==> src/rtl/mips_pkg.sv <==
// Shared MIPS-I encodings and instruction field positions for the pipeline stages.
// Constants and helpers only; no state, no latency, no flow control.
package mips_pkg;

    localparam logic [31:0] INSTR_NOP        = 32'h0000_0000;
    localparam logic [31:0] RESET_PC_DEFAULT = 32'h0000_0000;

    localparam int OPCODE_MSB = 31;
    localparam int OPCODE_LSB = 26;
    localparam int RS_MSB     = 25;
    localparam int RS_LSB     = 21;
    localparam int RT_MSB     = 20;
    localparam int RT_LSB     = 16;
    localparam int RD_MSB     = 15;
    localparam int RD_LSB     = 11;
    localparam int FUNCT_MSB  = 5;
    localparam int FUNCT_LSB  = 0;
    localparam int IMM_MSB    = 15;
    localparam int IMM_LSB    = 0;
    localparam int JADDR_MSB  = 25;
    localparam int JADDR_LSB  = 0;

    function automatic logic [31:0] sign_ext16(input logic [15:0] imm);
        return {{16{imm[15]}}, imm};
    endfunction

endpackage

==> src/rtl/pc_reg.sv <==
// Fetch PC register with next-PC select (jump > branch > PC+4); one-cycle update.
// en low holds the PC regardless of redirect requests; reset overrides everything.
module pc_reg
    import mips_pkg::*;
#(
    parameter logic [31:0] RESET_PC = RESET_PC_DEFAULT
) (
    input  logic        clk,
    input  logic        rst,
    input  logic        en,
    input  logic        jump,
    input  logic        branch,
    input  logic [31:0] jump_target,
    input  logic [31:0] branch_target,
    output logic [31:0] pc,
    output logic [31:0] pc_plus4
);

    logic [31:0] pc_next;

    // Wraps silently from 32'hFFFF_FFFC to 0.
    assign pc_plus4 = pc + 32'd4;

    always_comb begin
        pc_next = pc_plus4;
        if (jump) begin
            pc_next = jump_target;
        end else if (branch) begin
            pc_next = branch_target;
        end
    end

    always_ff @(posedge clk) begin
        if (rst) begin
            pc <= RESET_PC;
        end else if (en) begin
            pc <= pc_next;
        end
    end

endmodule

==> src/rtl/if_id_stage.sv <==
// Fetch stage plus IF/ID register; PCF to InstrD in one cycle, decode fields combinational from InstrD.
// StallF/StallD hold their registers, FlushD inserts a NOP and wins over StallD.
module if_id_stage
    import mips_pkg::*;
#(
    parameter logic [31:0] RESET_PC = RESET_PC_DEFAULT,
    parameter int          WIDTH    = 32
) (
    input  logic             clk,
    input  logic             rst,
    input  logic             StallF,
    input  logic             StallD,
    input  logic             FlushD,
    input  logic             PCSrcD,
    input  logic             JumpD,
    input  logic [WIDTH-1:0] PCBranchD,
    input  logic [WIDTH-1:0] ImemRdata,
    output logic [WIDTH-1:0] ImemAddr,
    output logic [WIDTH-1:0] PCF,
    output logic [WIDTH-1:0] InstrD,
    output logic [WIDTH-1:0] PCPlus4D,
    output logic             ValidD,
    output logic [5:0]       OpcodeD,
    output logic [5:0]       FunctD,
    output logic [4:0]       RsD,
    output logic [4:0]       RtD,
    output logic [4:0]       RdD,
    output logic [WIDTH-1:0] SignImmD
);

    logic [31:0] pc_plus4_f;
    logic [31:0] jump_target_d;

    assign jump_target_d = {PCPlus4D[31:28], InstrD[JADDR_MSB:JADDR_LSB], 2'b00};

    pc_reg #(
        .RESET_PC (RESET_PC)
    ) u_pc_reg (
        .clk           (clk),
        .rst           (rst),
        .en            (~StallF),
        .jump          (JumpD),
        .branch        (PCSrcD),
        .jump_target   (jump_target_d),
        .branch_target (PCBranchD),
        .pc            (PCF),
        .pc_plus4      (pc_plus4_f)
    );

    // Straight from the register so the imem address has no input-to-output path.
    assign ImemAddr = PCF;

    always_ff @(posedge clk) begin
        if (rst) begin
            InstrD   <= INSTR_NOP;
            PCPlus4D <= 32'h0;
            ValidD   <= 1'b0;
        end else if (FlushD) begin
            InstrD   <= INSTR_NOP;
            PCPlus4D <= 32'h0;
            ValidD   <= 1'b0;
        end else if (!StallD) begin
            InstrD   <= ImemRdata;
            PCPlus4D <= pc_plus4_f;
            ValidD   <= 1'b1;
        end
    end

    assign OpcodeD  = InstrD[OPCODE_MSB:OPCODE_LSB];
    assign FunctD   = InstrD[FUNCT_MSB:FUNCT_LSB];
    assign RsD      = InstrD[RS_MSB:RS_LSB];
    assign RtD      = InstrD[RT_MSB:RT_LSB];
    assign RdD      = InstrD[RD_MSB:RD_LSB];
    assign SignImmD = sign_ext16(InstrD[IMM_MSB:IMM_LSB]);

endmodule
==> config.mk <==
export PLATFORM = sky130hd
export DESIGN_NAME = if_id_stage
export DESIGN_NICKNAME = d
export VERILOG_FILES = /design/src/rtl/mips_pkg.sv /design/src/rtl/pc_reg.sv /design/src/rtl/if_id_stage.sv
export SDC_FILE = /design/constraint.sdc
export NUM_CORES = 1
export LEC_CHECK = 0
export ABC_AREA = 1
export BUFFER_PORTS_ARGS = -buffer_cell sky130_fd_sc_hd__buf_2
export CORE_MARGIN = 2
export CORE_UTILIZATION = 38
export CTS_BUF_LIST = sky130_fd_sc_hd__clkbuf_4 sky130_fd_sc_hd__clkbuf_8 sky130_fd_sc_hd__clkbuf_16
export DETAILED_ROUTE_END_ITERATION = 8
export PLACE_DENSITY = 0.65
export SLEW_MARGIN = 10
export SYNTH_ARGS = -nofsm -noshare
export SYNTH_HDL_FRONTEND = slang
export SYNTH_SLANG_ARGS = --single-unit
==> constraint.sdc <==
create_clock -name clk -period 2.06 [get_ports clk]
set_clock_uncertainty 0.15 [all_clocks]
set_input_delay 0.412 -clock clk [delete_from_list [all_inputs] [get_ports clk]]
set_output_delay 0.412 -clock clk [all_outputs]
set_load 0.01 [all_outputs]
==> results.toml, run 1 <==
[global_routing]
gr-total-overflow = 0
grt_pass1_wl_um = 26400
antenna_found_initial = 0
grt_pass1_vias = 4889
grtUsageTotal = 0.229
grt_max_degree = 46

[placed_design]
dp.final_hpwl_um = 12500
place.gp.congestion = 0.880
io_buffers = 258

[clock_network]
clk_pin_slew_ns = 0.07
root_buffer = "clkbuf_16"
htree_levels = 3
cts.sinks = 97
cts_inserted_buffers = 9
clock_latency_ns = 0.35
cts_buffer_depth = 2
ctsHoldBuffers = 0
cts_tree = "done"

[floorplan]
start_util = 0.387
die_h_um = 123
placeableCoreArea_mm2 = 0.0138
die_area_mm2 = 0.0150
dieWidth_um = 123
ios = 259
rows = 43

[cells_and_area]
multi_input_area_mm2 = 0.00235
n_fill_cell = 1452
syn_to_final_growth_pct = 22.8
mostFrequentLayoutCells = "258 x buf_2, 186 x nand2_1, 95 x dfxtp_1"
mostFrequentLayoutCell = "buf_2"
sequential_cell_area_mm2 = 0.00194
layout.nets = 999
drive_above_1_share = 0.349
num_antenna_cells = 0

[timing]
rsz0062_at_grt = "false"
fin_crit_sh = 0.876
worstMarginPinSlew_ns = 0.533
setup_viol = 0
slew_headroom = 0.645
timing.fmax_ghz = 0.554
fin_crit_ns = 1.80
hold_viol = 0
setup_tns_ns = 0
slew_viol_final = 0

[critical_path]
r2r_cells = 9
end_kind = "output pin"
critPathTopFamily = "flip-flops"
max_stage_delay_ns = 0.66
crit_buf_inv = 1
critical_path_class = "register to output pin"
crit_chain = "buf_2"
rr_endpoint = "PCPlus4D[31]"
cp.arrival_ns = 1.24
critPathSlowestCell = "dfxtp_1"
rrSetupSlack_ns = 0.27
cp_data_required_time_ns = 1.50
path_max_fanout = 21
r2r_start = "u_pc_reg.pc[4]"
worstSetupStartpointType = "register"

[route]
drtIter0Drc = 294
drt-total-wl_um = 16900
wl_per_cell_um = 15.2
drt_first_pass_iters = 5
drc = 0
final_antenna_net_count = 0
vias = 5359
via_per_inst = 4.82

[power_and_ir_drop]
cellPowerDensity_mw_per_mm2 = 680
power_uw = 4460
peakVddDrop_v = 0.000391
p_leak_uw = 0.00348

[run]
maxCapViolations = 0

[min_path]
hold_start = "rst"
min_path_cells = 2
whs_endpoint = "u_pc_reg.pc[1]"
hold_class = "input port to register"

[synth]
synth_warnings = 0
yosysSeqAreaShare = 0.363
syn_inst = 761
synth_seq_cells = 97
syn_area_per_cell_um2 = 7.02
synth.cell_area_mm2 = 0.00535
synth.distinct_cells = 27
synth_nets = 833

[status]
status = "completed"
## final cells by class
cell class              instances  area share
clock buffers                  14      0.0438
clock inverters                 2     0.00152
inverters                      55      0.0314
multi-input cells             479       0.358
flip-flops and latches         97       0.296
well taps                     180      0.0343
repair buffers                285       0.235
## cells by family (layout without fill, tap and decap cells)
group | after synthesis | after routing | synth area share
XOR/XNOR | 15 | 15 | 0.0274
adder cells (fa/ha/maj) | 1 | 1 | 0.00234
buffers and inverters | 185 | 356 | 0.198
AO/OA/AOI/OAI | 159 | 159 | 0.170
AND/OR/NAND/NOR | 304 | 304 | 0.239
flip-flops | 97 | 97 | 0.363
## where the power goes
| group | switching (uW) | leakage (uW) | internal, uW |
|---|---|---|---|
| Combinational | 425 | 0.00254 | 297 |
| Sequential | 91.8 | 0.000795 | 1960 |
| Clock | 729 | 0.000152 | 961 |
| Total | 1250 | 0.00348 | 3220 |
## what timing repair did
action                     4_1_cts  5_1_grt
setup buffers                    0        0
setup endpoints to repair        0        1
resized for setup                0        3
## per-layer routing
layer	vias to the layer above	track usage	part of all wire
li1	2694	-	-
met1	2414	0.298	0.43
met2	232	0.376	0.46
met3	19	0.0479	0.086
met4	0	0.0783	0.017
met5	-	0	0
## how the worst max path moves through the flow
stage | startpoint | endpoint | slack (ns) | depth (start not counted)
after global placement | u_pc_reg.pc[4] | PCPlus4D[27] | 0.31 | 8
final | InstrD[15] | SignImmD[17] | 0.26 | 1
after CTS | u_pc_reg.pc[3] | u_pc_reg.pc[12] | 0.20 | 8
after global routing | u_pc_reg.pc[17] | PCPlus4D[27] | 0.04 | 9
after floorplan | u_pc_reg.pc[2] | PCPlus4D[28] | 0.32 | 10
after detailed placement | u_pc_reg.pc[3] | u_pc_reg.pc[12] | 0.23 | 8
## stage by stage
step	hold WS (ns)	instance area, um2	util	setup WS, ns	instances
detailed placement	0.306	6260	0.453	0.230	1096
floorplan	0.314	5350	-	0.321	761
CTS	0.0947	6560	0.475	0.196	1112
global route	0.125	6570	0.475	0.0382	1112
finish	0.103	6570	0.475	0.256	1112
global placement	0.304	6260	0.453	0.309	1096
## synth_stat cells, drive strengths merged
cell	count	area share
clkbuf	31	0.022
a21o	3	0.0042
a21oi	68	0.064
o21ai	56	0.052
a221oi	25	0.041
xnor2	4	0.0066
and2	3	0.0035
xor2	11	0.021
buf	99	0.14
nand3	15	0.014
inv	55	0.039
nor2	90	0.076
nand2	190	0.14
o211ai	4	0.0056
or2	1	0.0012
nand3b	5	0.0070
ha	1	0.0023
dfxtp	97	0.36
a31oi	3	0.0035
Power figures use the tool's default switching activity.
==> inputs of run 2 (changes only) <==
--- a/config.mk
+++ b/config.mk
@@ -12,6 +12,7 @@
 export CTS_BUF_LIST = sky130_fd_sc_hd__clkbuf_4 sky130_fd_sc_hd__clkbuf_8 sky130_fd_sc_hd__clkbuf_16
 export DETAILED_ROUTE_END_ITERATION = 8
 export PLACE_DENSITY = 0.65
+export SETUP_SLACK_MARGIN = 0.4
 export SLEW_MARGIN = 10
 export SYNTH_ARGS = -nofsm -noshare
 export SYNTH_HDL_FRONTEND = slang
==> results.toml, run 2 (synthesis gave the netlist of run 1 again) <==
[floorplan]
dieWidth_um = 123
placeableCoreArea_mm2 = 0.0138
start_util = 0.387
die_h_um = 123
die_area_mm2 = 0.0150
rows = 43
ios = 259

[critical_path]
cp.arrival_ns = 1.79
max_stage_delay_ns = 0.37
critical_path_class = "register to register"
end_kind = "register"
critPathSlowestCell = "dfxtp_4"
crit_chain = "ha_4 -> nand2_4 -> nor2_4 -> nand2_4 -> nor2_4 -> nand3_1 -> nand2_1 -> a21o_1 -> inv_1"
path_max_fanout = 5
worstSetupStartpointType = "register"
cp_data_required_time_ns = 2.16

[power_and_ir_drop]
p_leak_uw = 0.00353
peakVddDrop_v = 0.000464
cellPowerDensity_mw_per_mm2 = 665
power_uw = 4520

[global_routing]
antenna_found_initial = 1
grt_pass1_wl_um = 26100
grt_pass1_vias = 4745
grt_max_degree = 46
gr-total-overflow = 0
grtUsageTotal = 0.227

[min_path]
hold_class = "input port to register"

[placed_design]
io_buffers = 258
place.gp.congestion = 0.943
pre_cts_ws_ns = 0.231
dp.final_hpwl_um = 12800
dp_cells = 1094

[cells_and_area]
mostFrequentLayoutCells = "258 x buf_2, 177 x nand2_1, 75 x dfxtp_1"
mostFrequentLayoutCell = "buf_2"
stdcell_count = 1119
n_fill_cell = 1487
layout.nets = 1005
drive_above_1_share = 0.407
syn_to_final_growth_pct = 27.2

[clock_network]
ctsHoldBuffers = 0
cts_buffer_depth = 2
clk_pin_slew_ns = 0.07
htree_levels = 3
cts_tree = "done"
clock_latency_ns = 0.35
root_buffer = "clkbuf_16"
cts.sinks = 97
cts_inserted_buffers = 9

[route]
drc = 0
final_antenna_net_count = 0
via_per_inst = 4.79
vias = 5365
drt_first_pass_iters = 5
drtIter0Drc = 243
drt-total-wl_um = 17400
wl_per_cell_um = 15.5

[timing]
worst_slack_ns = 0.371
fin_crit_sh = 0.820
fin_crit_ns = 1.69
timing.fmax_ghz = 0.592
slew_headroom = 0.689
setup_viol = 0
hold_viol = 0
worstMarginPinSlew_ns = 0.466
setup_tns_ns = 0
slew_viol_final = 0
hold_ws_ns = 0.113
rsz0062_at_grt = "true"

[run]
maxCapViolations = 0

[status]
status = "completed"
-- run 2: changes by cell type in the layout (fill, tap and decap cells not counted), moves of 5 or more --
| cell | previous run | this run |
|---|---|---|
| nor2_1 | 79 | 68 |
| dfxtp_2 | 2 | 15 |
| nor2_2 | 3 | 11 |
| nand2_2 | 2 | 10 |
| dfxtp_4 | 0 | 7 |
| xor2_1 | 9 | 4 |
| buf_4 | 23 | 28 |
| nand2_1 | 186 | 177 |
| o21ai_0 | 56 | 47 |
| xor2_2 | 2 | 7 |
| o21ai_1 | 0 | 9 |
| dfxtp_1 | 95 | 75 |
-- run 2: critical path: cells and delay by family, from the launching register on --
kind | cells | cell delay, ns
AND/OR/NAND/NOR | 6 | 0.78
flip-flops | 1 | 0.37
adder cells (fa/ha/maj) | 1 | 0.15
AO/OA/AOI/OAI | 1 | 0.12
buffers and inverters | 1 | 0.03
-- run 2: metrics by stage --
| step | utilization | instance area [um2] |
|---|---|---|
| 6_report | 0.492 | 6800 |
| 5_1_grt | 0.492 | 6800 |
| 4_1_cts | 0.479 | 6630 |
| 3_5_place_dp | 0.451 | 6240 |
| 3_3_place_gp | 0.451 | 6240 |
| 2_1_floorplan | - | 5350 |
-- run 2: final cells by class --
class | instances | area, um2 | share of cell area
antenna | 1 | 2.50 | 0.000368
clock buffer | 11 | 246 | 0.0363
clock inverter | 5 | 55.1 | 0.00810
inverter | 55 | 206 | 0.0304
multi-input combinational | 479 | 2490 | 0.367
sequential | 97 | 1990 | 0.292
tap | 180 | 225 | 0.0331
timing repair buffer | 291 | 1580 | 0.233
-- run 2: where the power goes --
group	total, uW	leakage (uW)	switching, uW	internal (uW)
clock	1720	0.000145	737	984
sequential	2060	0.000804	98.2	1960
combinational	742	0.00259	437	305
-- run 2: per-layer routing --
layer	GRT usage	wire [um]	up-vias
met5	0	0	-
met4	0.0733	232	0
met3	0.0488	1380	16
met2	0.377	8100	232
met1	0.292	7670	2417
li1	-	-	2700
-- run 2: what timing repair did --
item	in CTS	in global routing
gates resized for setup	21	54
setup buffers	5	3
setup endpoints to repair	45	60
pin swaps	8	15
cloned	0	0
hold endpoints to repair	0	0
-- run 2: path summary, 6_finish.rpt --
| kind | cells after the start | start | slack [ns] | to |
|---|---|---|---|---|
| max | 9 | u_pc_reg.pc[2] | 0.37 | PCPlus4D[22] |
| min | 2 | rst | 0.11 | u_pc_reg.pc[0] |
| max reg2reg | 9 | u_pc_reg.pc[2] | 0.37 | PCPlus4D[22] |
| min reg2reg | 2 | PCPlus4D[3] | 0.32 | PCPlus4D[3] |
